===== src/rtl/fir_ctrl.sv =====
// -----------------------------------------------------------------------------
// fir_ctrl
// Sequencer between three ready/valid streams and an external FIR engine.
// Weights are shifted into the FIR with fir_wind. Samples are shifted in with
// fir_load: a full window of NTAPS samples the first time, then one sample per
// result as a sliding window. fir_in_valid is then pulsed for four cycles, the
// FIR result is captured, and the result is offered on the r_* stream.
// Every register updates on the falling edge of clk, which is the FIR's edge.
//
// Optional feature (macro FIR_CTRL_TIMEOUT_EN): bounds the wait for
// fir_out_valid to TMO cycles and raises a sticky err on expiry. Without the
// macro the wait is unbounded and err is tied low.
//
// Ports
//   clk, rstb                      clock (falling edge), async active-low reset
//   w_valid / w_ready / w_data     weight stream in
//   s_valid / s_ready / s_data     sample stream in
//   r_valid / r_ready / r_data     result stream out
//   fir_wind, fir_load             shift strobes to the FIR (same cycle as handshake)
//   fir_in_valid                   compute strobe to the FIR (four cycles)
//   fir_data                       shift data to the FIR, 0 when no shift strobe
//   fir_out_valid, fir_out         FIR result in
//   busy                           high whenever the FSM is not idle
//   err                            sticky timeout flag
// -----------------------------------------------------------------------------
module fir_ctrl #(
  parameter int unsigned NTAPS = 16,
  parameter int unsigned TMO   = 15
) (
  input  logic        clk,
  input  logic        rstb,
  input  logic        w_valid,
  output logic        w_ready,
  input  logic [15:0] w_data,
  input  logic        s_valid,
  output logic        s_ready,
  input  logic [15:0] s_data,
  output logic        r_valid,
  input  logic        r_ready,
  output logic [15:0] r_data,
  output logic        fir_wind,
  output logic        fir_load,
  output logic        fir_in_valid,
  output logic [15:0] fir_data,
  input  logic        fir_out_valid,
  input  logic [15:0] fir_out,
  output logic        busy,
  output logic        err
);

  localparam int unsigned DW  = 16;
  localparam int unsigned TCW = (NTAPS > 1) ? $clog2(NTAPS) : 1;
  localparam int unsigned TMW = (TMO > 0) ? $clog2(TMO + 1) : 1;
  localparam int unsigned FCW = 2;
  localparam int unsigned NFIRE = 4;

  typedef enum logic [2:0] {
    IDLE  = 3'd0,
    WLOAD = 3'd1,
    DLOAD = 3'd2,
    FIRE  = 3'd3,
    WAIT  = 3'd4,
    HOLD  = 3'd5
  } state_e;

  state_e           state, state_nxt;
  logic [TCW-1:0]   tap_cnt, tap_cnt_nxt;
  logic [FCW-1:0]   fire_cnt, fire_cnt_nxt;
  logic [TMW-1:0]   tmo_cnt, tmo_cnt_nxt;
  logic             wok, wok_nxt;
  logic             primed, primed_nxt;
  logic [DW-1:0]    r_data_nxt;
  logic             w_hs, s_hs;
`ifdef FIR_CTRL_TIMEOUT_EN
  logic             tmo_hit;
`endif

  // Handshakes; readies are registered decodes of the state.
  assign w_hs = w_valid & w_ready;
  assign s_hs = s_valid & s_ready;

  // Shift strobes follow the handshake in the same cycle; data is zero otherwise.
  assign fir_wind = w_hs;
  assign fir_load = s_hs;
  assign fir_data = w_hs ? w_data : (s_hs ? s_data : DW'(0));

  // Next-state and next-counter logic.
  always_comb begin
    state_nxt    = state;
    tap_cnt_nxt  = tap_cnt;
    fire_cnt_nxt = fire_cnt;
    tmo_cnt_nxt  = tmo_cnt;
    wok_nxt      = wok;
    primed_nxt   = primed;
    r_data_nxt   = r_data;
`ifdef FIR_CTRL_TIMEOUT_EN
    tmo_hit      = 1'b0;
`endif

    case (state)
      IDLE: begin
        // Weights take priority over samples.
        if (w_valid) begin
          state_nxt = WLOAD;
          wok_nxt   = 1'b0;
        end else if (s_valid && wok) begin
          state_nxt = DLOAD;
        end
      end

      WLOAD: begin
        if (w_hs) begin
          tap_cnt_nxt = tap_cnt + TCW'(1);
          if (tap_cnt == TCW'(NTAPS - 1)) begin
            wok_nxt   = 1'b1;
            state_nxt = IDLE;
          end
        end
      end

      DLOAD: begin
        // A primed window only needs the one newest sample.
        if (s_hs) begin
          tap_cnt_nxt = tap_cnt + TCW'(1);
          if (primed || (tap_cnt == TCW'(NTAPS - 1))) begin
            primed_nxt = 1'b1;
            state_nxt  = FIRE;
          end
        end
      end

      FIRE: begin
        fire_cnt_nxt = fire_cnt + FCW'(1);
        if (fire_cnt == FCW'(NFIRE - 1)) begin
          state_nxt = WAIT;
        end
      end

      WAIT: begin
        if (fir_out_valid) begin
          r_data_nxt = fir_out;
          state_nxt  = HOLD;
        end else begin
          if (tmo_cnt != TMW'(TMO)) begin
            tmo_cnt_nxt = tmo_cnt + TMW'(1);
          end
`ifdef FIR_CTRL_TIMEOUT_EN
          if (tmo_cnt == TMW'(TMO - 1)) begin
            tmo_hit   = 1'b1;
            state_nxt = IDLE;
          end
`endif
        end
      end

      HOLD: begin
        if (r_ready) begin
          state_nxt = IDLE;
        end
      end

      default: begin
        state_nxt = IDLE;
      end
    endcase

    // Every state entry starts with fresh counters.
    if (state_nxt != state) begin
      tap_cnt_nxt  = '0;
      fire_cnt_nxt = '0;
      tmo_cnt_nxt  = '0;
    end
  end

  // State, flags, counters and registered outputs.
  always_ff @(negedge clk or negedge rstb) begin
    if (!rstb) begin
      state        <= IDLE;
      tap_cnt      <= '0;
      fire_cnt     <= '0;
      tmo_cnt      <= '0;
      wok          <= 1'b0;
      primed       <= 1'b0;
      w_ready      <= 1'b0;
      s_ready      <= 1'b0;
      r_valid      <= 1'b0;
      r_data       <= '0;
      fir_in_valid <= 1'b0;
      busy         <= 1'b0;
    end else begin
      state        <= state_nxt;
      tap_cnt      <= tap_cnt_nxt;
      fire_cnt     <= fire_cnt_nxt;
      tmo_cnt      <= tmo_cnt_nxt;
      wok          <= wok_nxt;
      primed       <= primed_nxt;
      w_ready      <= (state_nxt == WLOAD);
      s_ready      <= (state_nxt == DLOAD);
      r_valid      <= (state_nxt == HOLD);
      r_data       <= r_data_nxt;
      fir_in_valid <= (state_nxt == FIRE);
      busy         <= (state_nxt != IDLE);
    end
  end

`ifdef FIR_CTRL_TIMEOUT_EN
  // Sticky until reset.
  always_ff @(negedge clk or negedge rstb) begin
    if (!rstb) begin
      err <= 1'b0;
    end else if (tmo_hit) begin
      err <= 1'b1;
    end
  end
`else
  assign err = 1'b0;
`endif

`ifndef SYNTHESIS
  // FIR control strobes are mutually exclusive.
  a_strobe_onehot: assert property (@(negedge clk) disable iff (!rstb)
    $onehot0({fir_wind, fir_load, fir_in_valid}));

  // Samples are only taken in DLOAD, which needs loaded weights.
  a_no_sample_without_weights: assert property (@(negedge clk) disable iff (!rstb)
    s_ready |-> wok);
`endif

endmodule


===== config.mk =====
export PLATFORM = sky130hd
export DESIGN_NAME = fir_ctrl
export DESIGN_NICKNAME = d
export VERILOG_FILES = /design/src/rtl/fir_ctrl.sv
export SDC_FILE = /design/constraint.sdc
export NUM_CORES = 1
export LEC_CHECK = 0
export CAP_MARGIN = 40
export CELL_PAD_IN_SITES_DETAIL_PLACEMENT = 0
export CELL_PAD_IN_SITES_GLOBAL_PLACEMENT = 2
export CORE_UTILIZATION = 24
export CTS_BUF_LIST = sky130_fd_sc_hd__clkbuf_4 sky130_fd_sc_hd__clkbuf_8
export DETAILED_ROUTE_END_ITERATION = 6
export GPL_TIMING_DRIVEN = 0
export PLACE_DENSITY = 0.91
export SYNTH_ARGS = -nofsm -noshare
export SYNTH_HDL_FRONTEND = slang
export SYNTH_SLANG_ARGS = --single-unit

===== constraint.sdc =====
create_clock -name clk -period 2.5 [get_ports clk]
set_input_delay 0.5 -clock clk [delete_from_list [all_inputs] [get_ports clk]]
set_output_delay 0.5 -clock clk [all_outputs]
set_load 0.005 [all_outputs]

==> results of run 1 <==
-- cell families after synthesis --
kind of cell	synth area share, %
buffers and inverters	4.381
and+or+nand+nor	14.44
muxes	13.29
DFF	45.98
xor gates and xnor gates	2.011
other	0.2153
AOI/OAI and AO/OA	18.25
adders and majority gates	1.437
-- what timing repair did --
action,CTS,global route
cloned,3,0
endpoints found under the setup margin,69,62
buffers inserted,22,14
pin swaps,15,12
resized for setup,195,9
-- power by group --
part / switching (mW) / internal, mW
Clock: 0.198 / 0.295
Combinational: 0.324 / 0.446
Sequential: 0.0666 / 0.611
Total: 0.589 / 1.35
-- layer usage --
layer	part of all wire, %	GRT usage (%)	vias up
met5	0	0	-
met4	1.1	4.471	0
met3	3.5	3.318	5
met2	51	23.55	24
met1	44	18.36	783
li1	-	-	797
-- cell usage in the layout (no fill, tap or decap), types with 2 or more instances in the layout --
master / n
sky130_fd_sc_hd__nand3_1: 2
sky130_fd_sc_hd__buf_4: 24
sky130_fd_sc_hd__buf_6: 22
sky130_fd_sc_hd__o21ai_0: 2
sky130_fd_sc_hd__clkdlybuf4s50_1: 48
sky130_fd_sc_hd__a22o_1: 16
sky130_fd_sc_hd__a21oi_1: 3
sky130_fd_sc_hd__ha_1: 2
sky130_fd_sc_hd__a21o_1: 2
sky130_fd_sc_hd__xnor2_1: 4
sky130_fd_sc_hd__dfrtn_1: 32
sky130_fd_sc_hd__nor2_1: 3
sky130_fd_sc_hd__nand2_1: 3
sky130_fd_sc_hd__a21oi_2: 2
sky130_fd_sc_hd__a311oi_4: 2
sky130_fd_sc_hd__a211oi_2: 2
sky130_fd_sc_hd__buf_2: 39
sky130_fd_sc_hd__inv_1: 3
sky130_fd_sc_hd__clkbuf_8: 5
sky130_fd_sc_hd__a31oi_1: 2
sky130_fd_sc_hd__buf_8: 3
sky130_fd_sc_hd__nor3_2: 4
sky130_fd_sc_hd__nand3b_1: 2
sky130_fd_sc_hd__mux2_4: 16
sky130_fd_sc_hd__mux2i_1: 4
-- registers in the layout, summed over array words and instances, names as in the netlist, 2 cells and up --
register  flops
r_data       16
state         3
fire_cnt      2
tap_cnt       4
-- worst max-delay path, cell delays in order, from the launching register on --
cell and delay [ps]:
sky130_fd_sc_hd__dfrtn_1 420, sky130_fd_sc_hd__and2_4 160, sky130_fd_sc_hd__buf_8 100, sky130_fd_sc_hd__nor2_4 50, sky130_fd_sc_hd__buf_6 120, sky130_fd_sc_hd__buf_6 100, sky130_fd_sc_hd__a22o_1 190, sky130_fd_sc_hd__buf_2 120
-- final cells by class --
type                       count  area, sq um  area share, %
buffer                         9        92.59          2.864
clock buffer                   5        68.82          2.128
clock inverter                 3        42.54          1.316
inverter                       4        15.01         0.4644
multi-input combinational     95        982.2          30.38
sequential                    32        800.8          24.77
tap                           96        120.1          3.715
timing repair buffer         131         1111          34.37
-- worst max-delay path by stage --
stage                           start        endpoint  cells after the start  slack (ps)
detailed placement            w_valid  busy$_DFF_NN0_                      6       -1050
CTS                 w_ready$_DFF_NN0_     fir_data[7]                      7        -820
floorplan           w_ready$_DFF_NN0_    fir_data[10]                      5        -340
finish              w_ready$_DFF_NN0_     fir_data[7]                      7        -810
global placement              w_valid  busy$_DFF_NN0_                      6       -1010
global route        w_ready$_DFF_NN0_     fir_data[2]                      7        -870
-- per-stage QoR --
step	power [mW]	util, %	area [sq um]
finish	1.941	46.81	3233
floorplan	1.077	-	1836
detailed placement	1.370	41.58	2872
global route	2.069	46.81	3233
CTS	1.928	44.91	3102
global placement	1.357	41.65	2877
==> flow_summary.json, run 1 <==
{
  "avgRoutedWirePerCell_microns": 14.06,
  "num_rows": 30,
  "clock-root-buffer": "sky130_fd_sc_hd__clkbuf_8",
  "final-max-slew-violation-count": 0,
  "cts-hold-fix-buffers": 0,
  "fillCellCount": 659,
  "maximum_number_of_pins_on_one_net_before_global_route_repair": 33,
  "grt_setup_unrepaired": "true",
  "die_width_microns": 87.19,
  "finalWorstSetupSlack_ps": -807.2,
  "synth_sequential_area_ratio_pct": 45.98,
  "syn-mean-instance-area_sq_um": 12.44,
  "place.detailed.instances": 328,
  "timing.slew.headroom_pct": 52.52,
  "count_of_routing_violations_after_the_opening_detailed_route_iteration": 66,
  "cts.path.max_buffers": 2,
  "synth_area_leaders": "sky130_fd_sc_hd__dfrtn_1 46%, sky130_fd_sc_hd__mux2_1 10%, sky130_fd_sc_hd__a22o_1 8.0%, sky130_fd_sc_hd__a311oi_4 3.0%, sky130_fd_sc_hd__mux2i_1 2.3%",
  "flop_and_latch_count_out_of_synthesis": 32,
  "h-tree-depth": 2,
  "hold_end": "r_data[10]$_DFFE_NN0P_",
  "routabilityCongestion": 0.7334,
  "synth_top_flop_cell": "sky130_fd_sc_hd__dfrtn_1",
  "post_synth_num_cell_types": 46,
  "drive_above_1_share_pct": 50.18,
  "ir_drop_uv": 229.5,
  "rr_worst_depth": 6,
  "cp_data_arrival_time_ps": 2810,
  "cts_inserted_buffers": 5,
  "postRouteWirelength_microns": 5272,
  "timing.hold.ws_ps": 449.1,
  "cts_tree": "built",
  "setup_tns_ps": -17260,
  "yosys.cell_count.top_type": "sky130_fd_sc_hd__dfrtn_1",
  "setup_viol_count_final": 47,
  "initial_utilization_pct": 25.22,
  "maximum_net_fanout_on_the_critical_path": 4,
  "drt_drc_violations_left": 0,
  "synthArstFlopShare_pct": 100.0,
  "crit-reg2reg-launch": "tap_cnt[0]$_DFFE_NN0P_",
  "fp.dieArea_sq_mm": 0.007601,
  "outcome": "finished with violations",
  "worstSetupEndpointType": "output port",
  "global_route.usage.total_pct": 14.22,
  "synth.top_cell.area_share_pct": 45.98,
  "detailedRoute.firstPassIterationCount": 4,
  "drtAntennaViolNets": 0,
  "antennaDiodeCount": 0,
  "tightestPinTransition_ps": 712.2,
  "rrSetupSlack_ps": 590,
  "library_cell_occupying_the_most_area_in_the_post_synthesis_netlist": "sky130_fd_sc_hd__dfrtn_1",
  "worstHoldPathType": "reg2reg",
  "ys_warn_count": 0,
  "violations": "setup timing",
  "clock_latency_ps": 290,
  "globalRouteOverflowTotal": 0,
  "timing.final.hold_violations": 0,
  "place_ws_ps": -1049,
  "flow.area_growth_from_synthesis_pct": 85.63,
  "synth_enable_flop_cells": 0,
  "synthesis.instances": 140,
  "finish.cell_count_without_fillers": 375,
  "required_ps": 2000,
  "dp_hpwl_microns": 3542,
  "clock_sinks": 32,
  "path_class": "reg2out",
  "placement.io_buffers": 92,
  "cts.clk_slew.worst_paths_ps": 50,
  "clock_skew_ps": 10.69,
  "overall_via_count_from_detail_route": 1609,
  "syn_nets": 196,
  "antenna_found_initial": 0,
  "powerDensity_mw_per_mm2": 600.2,
  "startpoint_type": "flip-flop",
  "p_leak_nw": 1.511,
  "number_of_nets_in_the_finished_design": 334,
  "first_pass_grt_wire_length_microns": 8224,
  "num_io_pins": 94,
  "core_area_sq_mm": 0.006907,
  "combined_area_of_all_synthesized_cells_sq_mm": 0.001742,
  "die_h_microns": 87.19,
  "drv_cap": 0,
  "ys_top_cells_by_count": "32 x sky130_fd_sc_hd__dfrtn_1, 16 x sky130_fd_sc_hd__a22o_1, 16 x sky130_fd_sc_hd__mux2_1",
  "hold_path_startpoint": "r_data[10]$_DFFE_NN0P_",
  "routed_via_density": 4.291,
  "crit_reg_reg_endpoint": "busy$_DFF_NN0_",
  "worstHoldPathCells": 1,
  "grt_pass1_vias": 1611
}
(Power assumes the default switching activity.)
==> inputs of run 2 (changes only) <==
--- a/config.mk
+++ b/config.mk
@@ -5,7 +5,7 @@
 export SDC_FILE = /design/constraint.sdc
 export NUM_CORES = 1
 export LEC_CHECK = 0
-export CAP_MARGIN = 40
+export CAP_MARGIN = 20
 export CELL_PAD_IN_SITES_DETAIL_PLACEMENT = 0
 export CELL_PAD_IN_SITES_GLOBAL_PLACEMENT = 2
 export CORE_UTILIZATION = 24
==> results of run 2 <==
Same layout as run 1: the final DEF is identical, and so are final timing and power.
==> inputs of run 3 (changes only) <==
--- a/config.mk
+++ b/config.mk
@@ -5,7 +5,7 @@
 export SDC_FILE = /design/constraint.sdc
 export NUM_CORES = 1
 export LEC_CHECK = 0
-export CAP_MARGIN = 20
+export CAP_MARGIN = 40
 export CELL_PAD_IN_SITES_DETAIL_PLACEMENT = 0
 export CELL_PAD_IN_SITES_GLOBAL_PLACEMENT = 2
 export CORE_UTILIZATION = 24
==> constraint.sdc (replaced) <==
create_clock -name clk -period 2.5 [get_ports clk]
set_input_delay 0.5 -clock clk [delete_from_list [all_inputs] [get_ports clk]]
set_output_delay 0.5 -clock clk [all_outputs]
set_load 0.02 [all_outputs]
==> flow_summary.json, run 3 (same netlist as run 1, synthesis figures left out) <==
{
  "largest_register_ffs": 16,
  "die_h_microns": 87.19,
  "timing.critical_path.from": "w_ready$_DFF_NN0_",
  "maximum_net_fanout_on_the_critical_path": 5,
  "setup_viol_count_final": 47,
  "detailedRoute.firstPassIterationCount": 4,
  "path_class": "reg2out",
  "required_ps": 2000,
  "worstHoldPathType": "reg2reg",
  "cts.path.max_buffers": 2,
  "drv_cap": 0,
  "drtAntennaViolNets": 0,
  "fp.dieArea_sq_mm": 0.007601,
  "final-max-slew-violation-count": 0,
  "maximum_number_of_pins_on_one_net_before_global_route_repair": 33,
  "outcome": "finished with violations",
  "reg.largest.list": "r_data (16), tap_cnt (4), state (3)",
  "p_leak_nw": 1.509,
  "clock-root-buffer": "sky130_fd_sc_hd__clkbuf_8",
  "drt_drc_violations_left": 0,
  "cts_inserted_buffers": 5,
  "global_route.usage.total_pct": 14.06,
  "worstSetupEndpointType": "output port",
  "powerDensity_mw_per_mm2": 592.4,
  "startpoint_type": "flip-flop",
  "postRouteWirelength_microns": 5182,
  "clock_skew_ps": 4.777,
  "clock_latency_ps": 300,
  "routabilityCongestion": 0.6987,
  "number_of_nets_in_the_finished_design": 319,
  "finalWorstSetupSlack_ps": -816.9,
  "flow.area_growth_from_synthesis_pct": 94.68,
  "clock_sinks": 32,
  "timing.slew.headroom_pct": 51.68,
  "antenna_found_initial": 0,
  "routed_via_density": 4.450,
  "num_io_pins": 94,
  "placement.io_buffers": 92,
  "crit-reg2reg-launch": "tap_cnt[0]$_DFFE_NN0P_",
  "grt_pass1_vias": 1633,
  "initial_utilization_pct": 25.22,
  "ir_drop_uv": 206.3,
  "drive_above_1_share_pct": 50.38,
  "place_ws_ps": -1063,
  "tightestPinTransition_ps": 724.8,
  "count_of_routing_violations_after_the_opening_detailed_route_iteration": 63,
  "grt_setup_unrepaired": "true",
  "final_cell_mix": "51 x sky130_fd_sc_hd__buf_6, 48 x sky130_fd_sc_hd__clkdlybuf4s50_1, 32 x sky130_fd_sc_hd__dfrtn_1",
  "timing.final.hold_violations": 0,
  "globalRouteOverflowTotal": 0,
  "mostFrequentLayoutCell": "sky130_fd_sc_hd__buf_6",
  "die_width_microns": 87.19,
  "antennaDiodeCount": 0,
  "cp_data_arrival_time_ps": 2820,
  "avgRoutedWirePerCell_microns": 14.39,
  "first_pass_grt_wire_length_microns": 8211,
  "cts.clk_slew.worst_paths_ps": 50,
  "h-tree-depth": 2,
  "core_area_sq_mm": 0.006907,
  "dp_hpwl_microns": 3660,
  "hold_path_startpoint": "primed$_DFFE_NN0P_",
  "registers.top_by_ff_count": "r_data",
  "cts_tree": "built",
  "overall_via_count_from_detail_route": 1602,
  "violations": "setup timing",
  "num_rows": 30,
  "finalPower_mw": 2.009
}
-- run 3: cell types whose count changed in the layout (fill, tap and decap cells not counted), sizes merged --
| cell | before | now |
|---|---|---|
| dlygate4sd2 | 1 | 0 |
| clkinvlp | 1 | 2 |
| clkbuf | 6 | 5 |
| buf | 89 | 76 |
| bufinv | 1 | 0 |
-- run 3: final timing paths --
path                                           to  slack [ps]  cells past startpoint
max                                   fir_data[6]        -820                      6
min in group asynchronous      state[0]$_DFF_NN0_        1390                      1
min                            primed$_DFFE_NN0P_         470                      1
min reg2reg                    primed$_DFFE_NN0P_         470                      1
max reg2reg                tap_cnt[3]$_DFFE_NN0P_         610                      6
max in group asynchronous      primed$_DFFE_NN0P_         620                      1
-- run 3: layout make-up --
type                    instances  area [sq um]
plain buffers                   8         86.33
clock buffers                   5         68.82
clock inverters                 3         23.77
fillers                       635          3516
inverters                       4         17.52
multi-input cells              95          1055
flip-flops and latches         32         800.8
well taps                      96         120.1
repair buffers                117          1219
-- run 3: metal layers --
layer | vias to the layer above | global-route usage [%] | share of wire (%)
met4 | 0 | 5.812 | 1.8
met3 | 10 | 2.464 | 3.4
met5 | - | 0 | 0
met2 | 36 | 22.83 | 51
met1 | 783 | 18.46 | 44
li1 | 773 | - | -
-- run 3: what timing repair did --
item                       4_1_cts  5_1_grt
gates cloned                     3        0
setup endpoints to repair       69       62
pin swaps                        7       11
setup buffers                   19        4
hold buffers                     0        0
resized for setup              265        8
-- run 3: metrics by stage --
step	hold WS, ps	setup TNS, ps	utilization, %	instance area [sq um]	cells
floorplan	444.9	-13120	-	1933	140
global placement	451.4	-74200	43.06	2974	328
detailed placement	452.2	-47280	42.99	2969	328
CTS	467.1	-16970	48.82	3372	358
global route	475.9	-18560	49.09	3391	360
finish	468.8	-16650	49.09	3391	360
-- run 3: critical path, stage by stage (launching register included) --
cell,delay [ps]
sky130_fd_sc_hd__dfrtn_1,350
sky130_fd_sc_hd__and2_4,170
sky130_fd_sc_hd__buf_8,120
sky130_fd_sc_hd__buf_6,130
sky130_fd_sc_hd__buf_16,130
sky130_fd_sc_hd__a22o_4,250
sky130_fd_sc_hd__buf_6,130
-- run 3: where the power goes --
| part | switching (mW) | internal [mW] | total (mW) |
|---|---|---|---|
| Sequential | 0.0698 | 0.611 | 0.681 |
| Clock | 0.216 | 0.197 | 0.413 |
| Combinational | 0.404 | 0.512 | 0.916 |
| Total | 0.689 | 1.32 | 2.01 |
